--- src/rtl/prn_gold_gen_if.sv ---
// Config, save/restore, control and chip-output bundle for one Gold-code PRN channel.
// The channel controller drives through master; the generator sits on slave.
interface prn_gold_gen_if #(
    parameter int LEN_WIDTH = 14
);
    logic                 prn_config_load_en;
    logic [9:0]           g2_init_i;
    logic [LEN_WIDTH-1:0] code_length_i;
    logic                 prn_state_load_en;
    logic [9:0]           g1_state_i;
    logic [9:0]           g2_state_i;
    logic [LEN_WIDTH-1:0] code_count_i;
    logic [9:0]           g1_state_o;
    logic [9:0]           g2_state_o;
    logic [LEN_WIDTH-1:0] code_count_o;
    logic                 phase_init;
    logic                 code_advance;
    logic                 prn_code;
    logic                 code_epoch;

    modport master (
        output prn_config_load_en, g2_init_i, code_length_i,
        output prn_state_load_en, g1_state_i, g2_state_i, code_count_i,
        output phase_init, code_advance,
        input  g1_state_o, g2_state_o, code_count_o, prn_code, code_epoch
    );

    modport slave (
        input  prn_config_load_en, g2_init_i, code_length_i,
        input  prn_state_load_en, g1_state_i, g2_state_i, code_count_i,
        input  phase_init, code_advance,
        output g1_state_o, g2_state_o, code_count_o, prn_code, code_epoch
    );
endinterface

--- src/rtl/prn_gold_gen.sv ---
// G1/G2 Gold-code generator with chip counter and save/restore; one chip per code_advance.
// Loads/steps visible next cycle, prn_code combinational from state, code_epoch one cycle after wrap; no backpressure.
module prn_gold_gen #(
    parameter int LEN_WIDTH = 14
) (
    input  logic          clk,
    input  logic          rst_b,
    prn_gold_gen_if.slave bus
);
    logic [9:0]           g1_q, g1_d;
    logic [9:0]           g2_q, g2_d;
    logic [LEN_WIDTH-1:0] count_q, count_d;
    logic [9:0]           g2_init_q, g2_init_d;
    logic [LEN_WIDTH-1:0] length_q, length_d;
    logic                 epoch_q, epoch_d;

    always_comb begin
        g1_d      = g1_q;
        g2_d      = g2_q;
        count_d   = count_q;
        epoch_d   = 1'b0;
        g2_init_d = g2_init_q;
        length_d  = length_q;

        // Restarts below read g2_init_q, so a same-cycle config load only applies to later restarts.
        if (bus.prn_config_load_en) begin
            g2_init_d = bus.g2_init_i;
            length_d  = bus.code_length_i;
        end

        if (bus.prn_state_load_en) begin
            g1_d    = bus.g1_state_i;
            g2_d    = bus.g2_state_i;
            count_d = bus.code_count_i;
        end else if (bus.phase_init) begin
            g1_d    = 10'h3FF;
            g2_d    = g2_init_q;
            count_d = '0;
        end else if (bus.code_advance) begin
            if (count_q == length_q) begin
                g1_d    = 10'h3FF;
                g2_d    = g2_init_q;
                count_d = '0;
                epoch_d = 1'b1;
            end else begin
                g1_d    = {g1_q[8:0], g1_q[2] ^ g1_q[9]};
                g2_d    = {g2_q[8:0], g2_q[1] ^ g2_q[2] ^ g2_q[5] ^ g2_q[7] ^ g2_q[8] ^ g2_q[9]};
                count_d = count_q + LEN_WIDTH'(1);
            end
        end
    end

    always_ff @(posedge clk or negedge rst_b) begin
        if (!rst_b) begin
            g1_q      <= 10'h3FF;
            g2_q      <= 10'h3FF;
            count_q   <= '0;
            g2_init_q <= 10'h3FF;
            length_q  <= LEN_WIDTH'(1022);
            epoch_q   <= 1'b0;
        end else begin
            g1_q      <= g1_d;
            g2_q      <= g2_d;
            count_q   <= count_d;
            g2_init_q <= g2_init_d;
            length_q  <= length_d;
            epoch_q   <= epoch_d;
        end
    end

    assign bus.g1_state_o   = g1_q;
    assign bus.g2_state_o   = g2_q;
    assign bus.code_count_o = count_q;
    assign bus.prn_code     = g1_q[9] ^ g2_q[9];
    assign bus.code_epoch   = epoch_q;
endmodule

--- src/flat_wrapper.sv ---
// flat-port wrapper written by rule: the top's interface ports become plain ports
module prn_gold_gen_flat 
#(
    parameter int LEN_WIDTH = 14
)
  (clk, rst_b, bus_prn_config_load_en, bus_g2_init_i, bus_code_length_i, bus_prn_state_load_en, bus_g1_state_i, bus_g2_state_i, bus_code_count_i, bus_phase_init, bus_code_advance, bus_g1_state_o, bus_g2_state_o, bus_code_count_o, bus_prn_code, bus_code_epoch);
  prn_gold_gen_if #(.LEN_WIDTH(LEN_WIDTH)) bus_i ();
  input  logic clk;
  input  logic rst_b;
  input wire logic [$bits(bus_i.prn_config_load_en)-1:0] bus_prn_config_load_en;
  input wire logic [$bits(bus_i.g2_init_i)-1:0] bus_g2_init_i;
  input wire logic [$bits(bus_i.code_length_i)-1:0] bus_code_length_i;
  input wire logic [$bits(bus_i.prn_state_load_en)-1:0] bus_prn_state_load_en;
  input wire logic [$bits(bus_i.g1_state_i)-1:0] bus_g1_state_i;
  input wire logic [$bits(bus_i.g2_state_i)-1:0] bus_g2_state_i;
  input wire logic [$bits(bus_i.code_count_i)-1:0] bus_code_count_i;
  input wire logic [$bits(bus_i.phase_init)-1:0] bus_phase_init;
  input wire logic [$bits(bus_i.code_advance)-1:0] bus_code_advance;
  output wire logic [$bits(bus_i.g1_state_o)-1:0] bus_g1_state_o;
  output wire logic [$bits(bus_i.g2_state_o)-1:0] bus_g2_state_o;
  output wire logic [$bits(bus_i.code_count_o)-1:0] bus_code_count_o;
  output wire logic [$bits(bus_i.prn_code)-1:0] bus_prn_code;
  output wire logic [$bits(bus_i.code_epoch)-1:0] bus_code_epoch;
  assign bus_i.prn_config_load_en = bus_prn_config_load_en;
  assign bus_i.g2_init_i = bus_g2_init_i;
  assign bus_i.code_length_i = bus_code_length_i;
  assign bus_i.prn_state_load_en = bus_prn_state_load_en;
  assign bus_i.g1_state_i = bus_g1_state_i;
  assign bus_i.g2_state_i = bus_g2_state_i;
  assign bus_i.code_count_i = bus_code_count_i;
  assign bus_i.phase_init = bus_phase_init;
  assign bus_i.code_advance = bus_code_advance;
  assign bus_g1_state_o = bus_i.g1_state_o;
  assign bus_g2_state_o = bus_i.g2_state_o;
  assign bus_code_count_o = bus_i.code_count_o;
  assign bus_prn_code = bus_i.prn_code;
  assign bus_code_epoch = bus_i.code_epoch;
  prn_gold_gen #(.LEN_WIDTH(LEN_WIDTH)) u_core (.clk(clk), .rst_b(rst_b), .bus(bus_i));
endmodule
--- config.mk ---
export PLATFORM = sky130hd
export DESIGN_NAME = prn_gold_gen_flat
export DESIGN_NICKNAME = d
export VERILOG_FILES = /design/src/rtl/prn_gold_gen_if.sv /design/src/rtl/prn_gold_gen.sv /design/src/flat_wrapper.sv
export SDC_FILE = /design/constraint.sdc
export NUM_CORES = 1
export LEC_CHECK = 0
export CORE_UTILIZATION = 42
export DETAILED_ROUTE_END_ITERATION = 16
export HOLD_SLACK_MARGIN = 0.05
export PLACE_DENSITY = 0.77
export SYNTH_ARGS = -nofsm -noshare
export SYNTH_HDL_FRONTEND = slang
export SYNTH_SLANG_ARGS = --single-unit
export TNS_END_PERCENT = 100
--- constraint.sdc ---
create_clock -name clk -period 1.8 [get_ports clk]
set_input_delay 0.18 -clock clk [delete_from_list [all_inputs] [get_ports clk]]
set_output_delay 0.18 -clock clk [all_outputs]
set_load 0.1 [all_outputs]
Yosys cells after proc, flatten, opt, wreduce, memory -nomap -nowiden
Cells that the tools add are included.
{"block": "totals", "output_inout_bits": 36, "in_bits": 64, "ff_bits": 59, "word_cells": 32}
{"block": "op_classes", "bitwise_logic": 7, "muxes": 16, "n_addsub": 1, "reduce_logical": 1, "eq_ne": 1}
{"operator": "two-way mux 10 bit", "n": 8}
{"operator": "two-way mux 14 bit", "n": 4}
{"operator": "adder 14 x 1 -> 14 bit (second input constant)", "n": 1}
{"operator": "equality test 14 bit", "n": 1}
{"operator": "XOR 1 bit", "n": 7}
{"operator": "two-way mux 1 bit", "n": 4}
{"operator": "nonzero test 3 bit", "n": 1}

Longest topological paths before layout
{"block": "depth", "depth_word": 9, "mapped_depth": 8, "mapped_depth_nobuf": 6}

Worst setup path after synthesis
No wires, ideal clock.
{"block": "synth_timing", "kind": "register to output", "from": "reg u_core.g2_q[9] (netlist: u_core.bus.g2_state_o[9])", "to": "out bus_prn_code", "arrival_ns": 2.363, "path_stages_with_launch": 2, "n_path_buf": 0, "setup_slack_ns": -0.743, "required_time_ns": 1.620, "cell_sequence": "dfstp_2 > xor2_1"}
{"block": "synth_via", "elab_chain_cells": 1}
{"item": "start: declaration", "line_no": "prn_gold_gen.sv:11", "rtl": "logic [9:0] g2_q, g2_d;"}
{"item": "start signal: assignment", "line_no": "prn_gold_gen.sv:63", "rtl": "g2_q <= g2_d;"}
{"item": "XOR 1 bit", "line_no": "prn_gold_gen.sv:74", "rtl": "assign bus.prn_code = g1_q[9] ^ g2_q[9];"}
{"item": "end: declaration", "line_no": "flat_wrapper.sv:22", "rtl": "output wire logic [$bits(bus_i.prn_code)-1:0] bus_prn_code;"}
Every way passes these cells.

Worst setup path after layout
{"block": "layout_timing", "from": "reg u_core.count_q[0] (netlist: u_core.bus.code_count_o[0])", "to": "reg u_core.count_q[8] (netlist: u_core.bus.code_count_o[8])"}
{"block": "layout_via", "elab_chain_cells": 5, "word_cells_on_any_way": 6, "classes_between": "add/sub: 1; eq/ne: 1; mux: 4"}
{"item": "start: declaration", "line_no": "prn_gold_gen.sv:12", "rtl": "logic [LEN_WIDTH-1:0] count_q, count_d;"}
{"item": "start signal: assignment", "line_no": "prn_gold_gen.sv:64", "rtl": "count_q <= count_d;"}
{"item": "adder 14 x 1 -> 14 bit / equality test 14 bit (equally long branches)", "line_no": "prn_gold_gen.sv:48, prn_gold_gen.sv:40"}
{"item": "two-way mux 14 bit (*)", "line_no": "prn_gold_gen.sv:40", "rtl": "if (count_q == length_q) begin"}
{"item": "two-way mux 14 bit (*)", "line_no": "prn_gold_gen.sv:39", "rtl": "end else if (bus.code_advance) begin"}
{"item": "two-way mux 14 bit (*)", "line_no": "prn_gold_gen.sv:35", "rtl": "end else if (bus.phase_init) begin"}
{"item": "two-way mux 14 bit (*)", "line_no": "prn_gold_gen.sv:31", "rtl": "if (bus.prn_state_load_en) begin"}
Mark *: on every way between the ends. The rest lies on a longest branch, timed or not. The select of a mux whose other input is x is not followed.
A chain may end at the register's enable or synchronous reset.

==> results.cfg <==
[route]
ant_nets = 0
via_count = 2923
drcViolationCount = 0
dr.pass1.iters = 4
finalWirelength_mm = 9.394
wl_per_cell_um = 18.21
drt-vias-per-instance = 5.665
drt_iter0_markers = 195

[yosys]
synth_top_family_by_area = compound AO/OA/AOI/OAI gates
synth-simple-area-share_pct = 14.20
syn_avg_cell_area_sq_um = 10.62
netlist_area_sq_um = 3102
ys_types = 40
synth_nets = 357
synth_compound_area_share_pct = 15.93
synthAdderAreaFrac_pct = 0.4034
syn_inst = 292
synth_xor_area_share_pct = 5.930
ys_seq_elements = 59
synth_ff_type = dfstp_2
async_reset_ff_share_pct = 100.0
seq_area_frac_synth_pct = 49.17
synthMuxAreaShare_pct = 9.359
synth-edff-count = 0
ys_warn_count = 0

[floorplan]
dieArea_sq_um = 7733
start_util_pct = 44.67
core_sq_um = 6944
die_h_um = 87.94
die_w_um = 87.94
io_pins = 100
fp-row-count = 30

[layout]
area.sequential_sq_um = 1558
multi_input_area_sq_um = 1579
syn_to_final_growth_pct = 62.65
num_antenna_cells = 0
fillers = 462
drive_gt1_share_pct = 46.67
final_cell_mix = clkdlybuf4s50_1 (62), dfstp_2 (39), buf_4 (37), buf_12 (29), mux2_2 (24)
layout_commonest_cell = clkdlybuf4s50_1
nNetsFinal = 481

[pwr]
clockPowerShare_pct = 27.4
power_switching_mw = 1.703
ir_drop_mv = 0.7043
p_leak_nw = 2.000
pwr-share-comb_pct = 36.0
power_mw = 4.683
internal_power_mw = 2.980
p_seq_share_pct = 36.6
swShare_pct = 36.37
power.density_nw_per_um2 = 928.3

[global_routing]
grt.overflow.total = 0
grt_pass1_vias = 2905
grt.total_usage_pct = 25.22
grt_pass1_wl_mm = 14.55
grt_max_degree = 60
antenna_found_initial = 0

[worst_setup_path]
path_class = register to register
r2r-end = u_core.bus.code_count_o[8]
path_max_fanout = 8
rr_worst_depth = 7
required_ns = 2.02
cp-end-kind = register
rrSetupSlack_ns = -0.07
reg2reg_from = u_core.bus.code_count_o[0]
critPathLaunchType = register
cp.arrival_ns = 2.08

[clocking]
clock_sinks = 59
cts-root-buf = clkbuf_8
h-tree-depth = 3
cts_buffers = 9
cts.clk_slew.worst_paths_ns = 0.07
ctsLongestPathBuffers = 2
clkLatencyLatePin_ns = 0.34
cts_tree = yes

[sta]
finalHoldViolations = 0
setup_violations = 11
slew_viol_final = 0
max-slew-margin-rel_pct = 58.90
fin_crit_sh_pct = 103.7
skew_ns = 0.009229
worst_pin_slew_ns = 0.6159
setup_tns_ns = -0.4157
timing.final.ws_setup_ns = -0.06667
rsz0062_at_grt = true
fin_crit_ns = 1.867
fin_hold_ws_ns = 0.4172
timing.fmax_mhz = 535.7

[worst_hold_path]
hold_path_class = primary input to asynchronous set/reset pin

[placement]
gp_congestion = 0.8402
port_buffers = 99
dp_hpwl_mm = 6.561

[outcome]
violations = setup timing
status = finished, violations left

[job]
cap_viol_max_count = 0
metrics by stage:
step                      cells  util, %  setup WS, ns  instance area [sq um]
after floorplan             292        -       -0.1759                   3202
after global placement      498    67.57      -0.05976                   4692
after detailed placement    498    67.57       -0.1020                   4692
after CTS                   514    71.30      -0.05449                   4951
after global routing        516    72.65       -0.1357                   5045
final                       516    72.65      -0.06667                   5045
cell type report:
class                      instances  area share, %
multi-input combinational        207          31.30
timing repair buffer             137          31.13
sequential                        59          30.88
clock buffer                      11          3.224
tap                               96          2.381
clock inverter                     4         0.9425
inverter                           2         0.1488
cells by family (layout without fill, tap and decap cells):
kind of cell	after synthesis	after routing
and+or+nand+nor	79	79
xor gates and xnor gates	21	21
AOI/OAI and AO/OA	80	80
buffers and inverters	26	154
adders and majority gates	1	1
DFF	59	59
muxes	26	26
per-layer routing:
layer	vias to the layer above	share of wire (%)	global-route usage (%)
met4	0	1.4	9.687
met3	15	7.8	4.713
li1	1339	-	-
met1	1445	41	33.96
met2	124	49	40.45
met5	-	0	0
critical path, cell delays in order (launching register included):
cell     delay (ns)
dfrtp_4        0.49
xor2_2         0.16
nor4_2         0.29
buf_4          0.16
and4_4         0.22
buf_8          0.14
a21oi_2        0.04
a221o_1        0.26
power groups by stage:
stage	Sequential [mW]	Combinational, mW	Clock [mW]
2_1_floorplan	2.27	0.419	0
3_3_place_gp	1.71	1.63	0
3_5_place_dp	1.72	1.65	0
4_1_cts	1.70	1.66	1.29
5_1_grt	1.73	1.76	1.35
6_report	1.71	1.69	1.28
state kept, by name (all words and copies together) (netlist names):
signal / cells
u_core.bus.code_count_o: 14
u_core.bus.code_epoch: 1
u_core.bus.g1_state_o: 10
u_core.bus.g2_state_o: 10
u_core.g2_init_q: 10
u_core.length_q: 14
synthesized netlist by cell type, types with 2 or more instances:
library cell   n  share of area (%)
a21oi_1       15                2.4
a221o_1        6                1.9
a22oi_1        8                1.9
a31oi_1       13                2.6
and3_1         6                1.2
and4_1         4                1.1
buf_2          6               0.97
buf_6          4                1.5
clkbuf_1      12                1.5
dfrtp_1       20                 16
dfstp_2       39                 33
inv_1          2               0.24
mux2_2        24                8.7
mux2i_1        2               0.65
nand2_1       10                1.2
nand3_1       21                3.4
nand4_1        2               0.40
nor2_1        15                1.8
nor2b_1        2               0.40
nor3_1         2               0.32
nor4_1         2               0.40
nor4_2         2               0.81
o21ai_0        8                1.3
o21ai_1        9                1.5
o22ai_1       20                4.0
or4_1          5                1.2
xnor2_1        5                1.4
xor2_1        16                4.5
repair_timing:
item | in CTS | in global routing
endpoints found under the hold margin | 20 | 0
gates resized for setup | 9 | 18
pin swaps | 1 | 6
setup endpoints to repair | 28 | 34
buffers inserted | 0 | 1
gates cloned | 0 | 1
hold buffers | 1 | 0
worst max-delay path by stage:
stage	start	slack, ns	endpoint	cells after the start
global placement	bus_phase_init	-0.06	u_core.bus.code_count_o[8]	5
global route	u_core.bus.code_count_o[0]	-0.14	u_core.bus.code_count_o[6]	7
floorplan	u_core.bus.code_count_o[2]	-0.18	u_core.bus.code_count_o[8]	7
finish	u_core.bus.code_count_o[0]	-0.07	u_core.bus.code_count_o[8]	7
detailed placement	bus_prn_state_load_en	-0.10	u_core.bus.g2_state_o[3]	7
CTS	u_core.length_q[8]	-0.05	u_core.bus.g2_state_o[0]	7
Note: power is estimated with default switching activity, not from simulation.
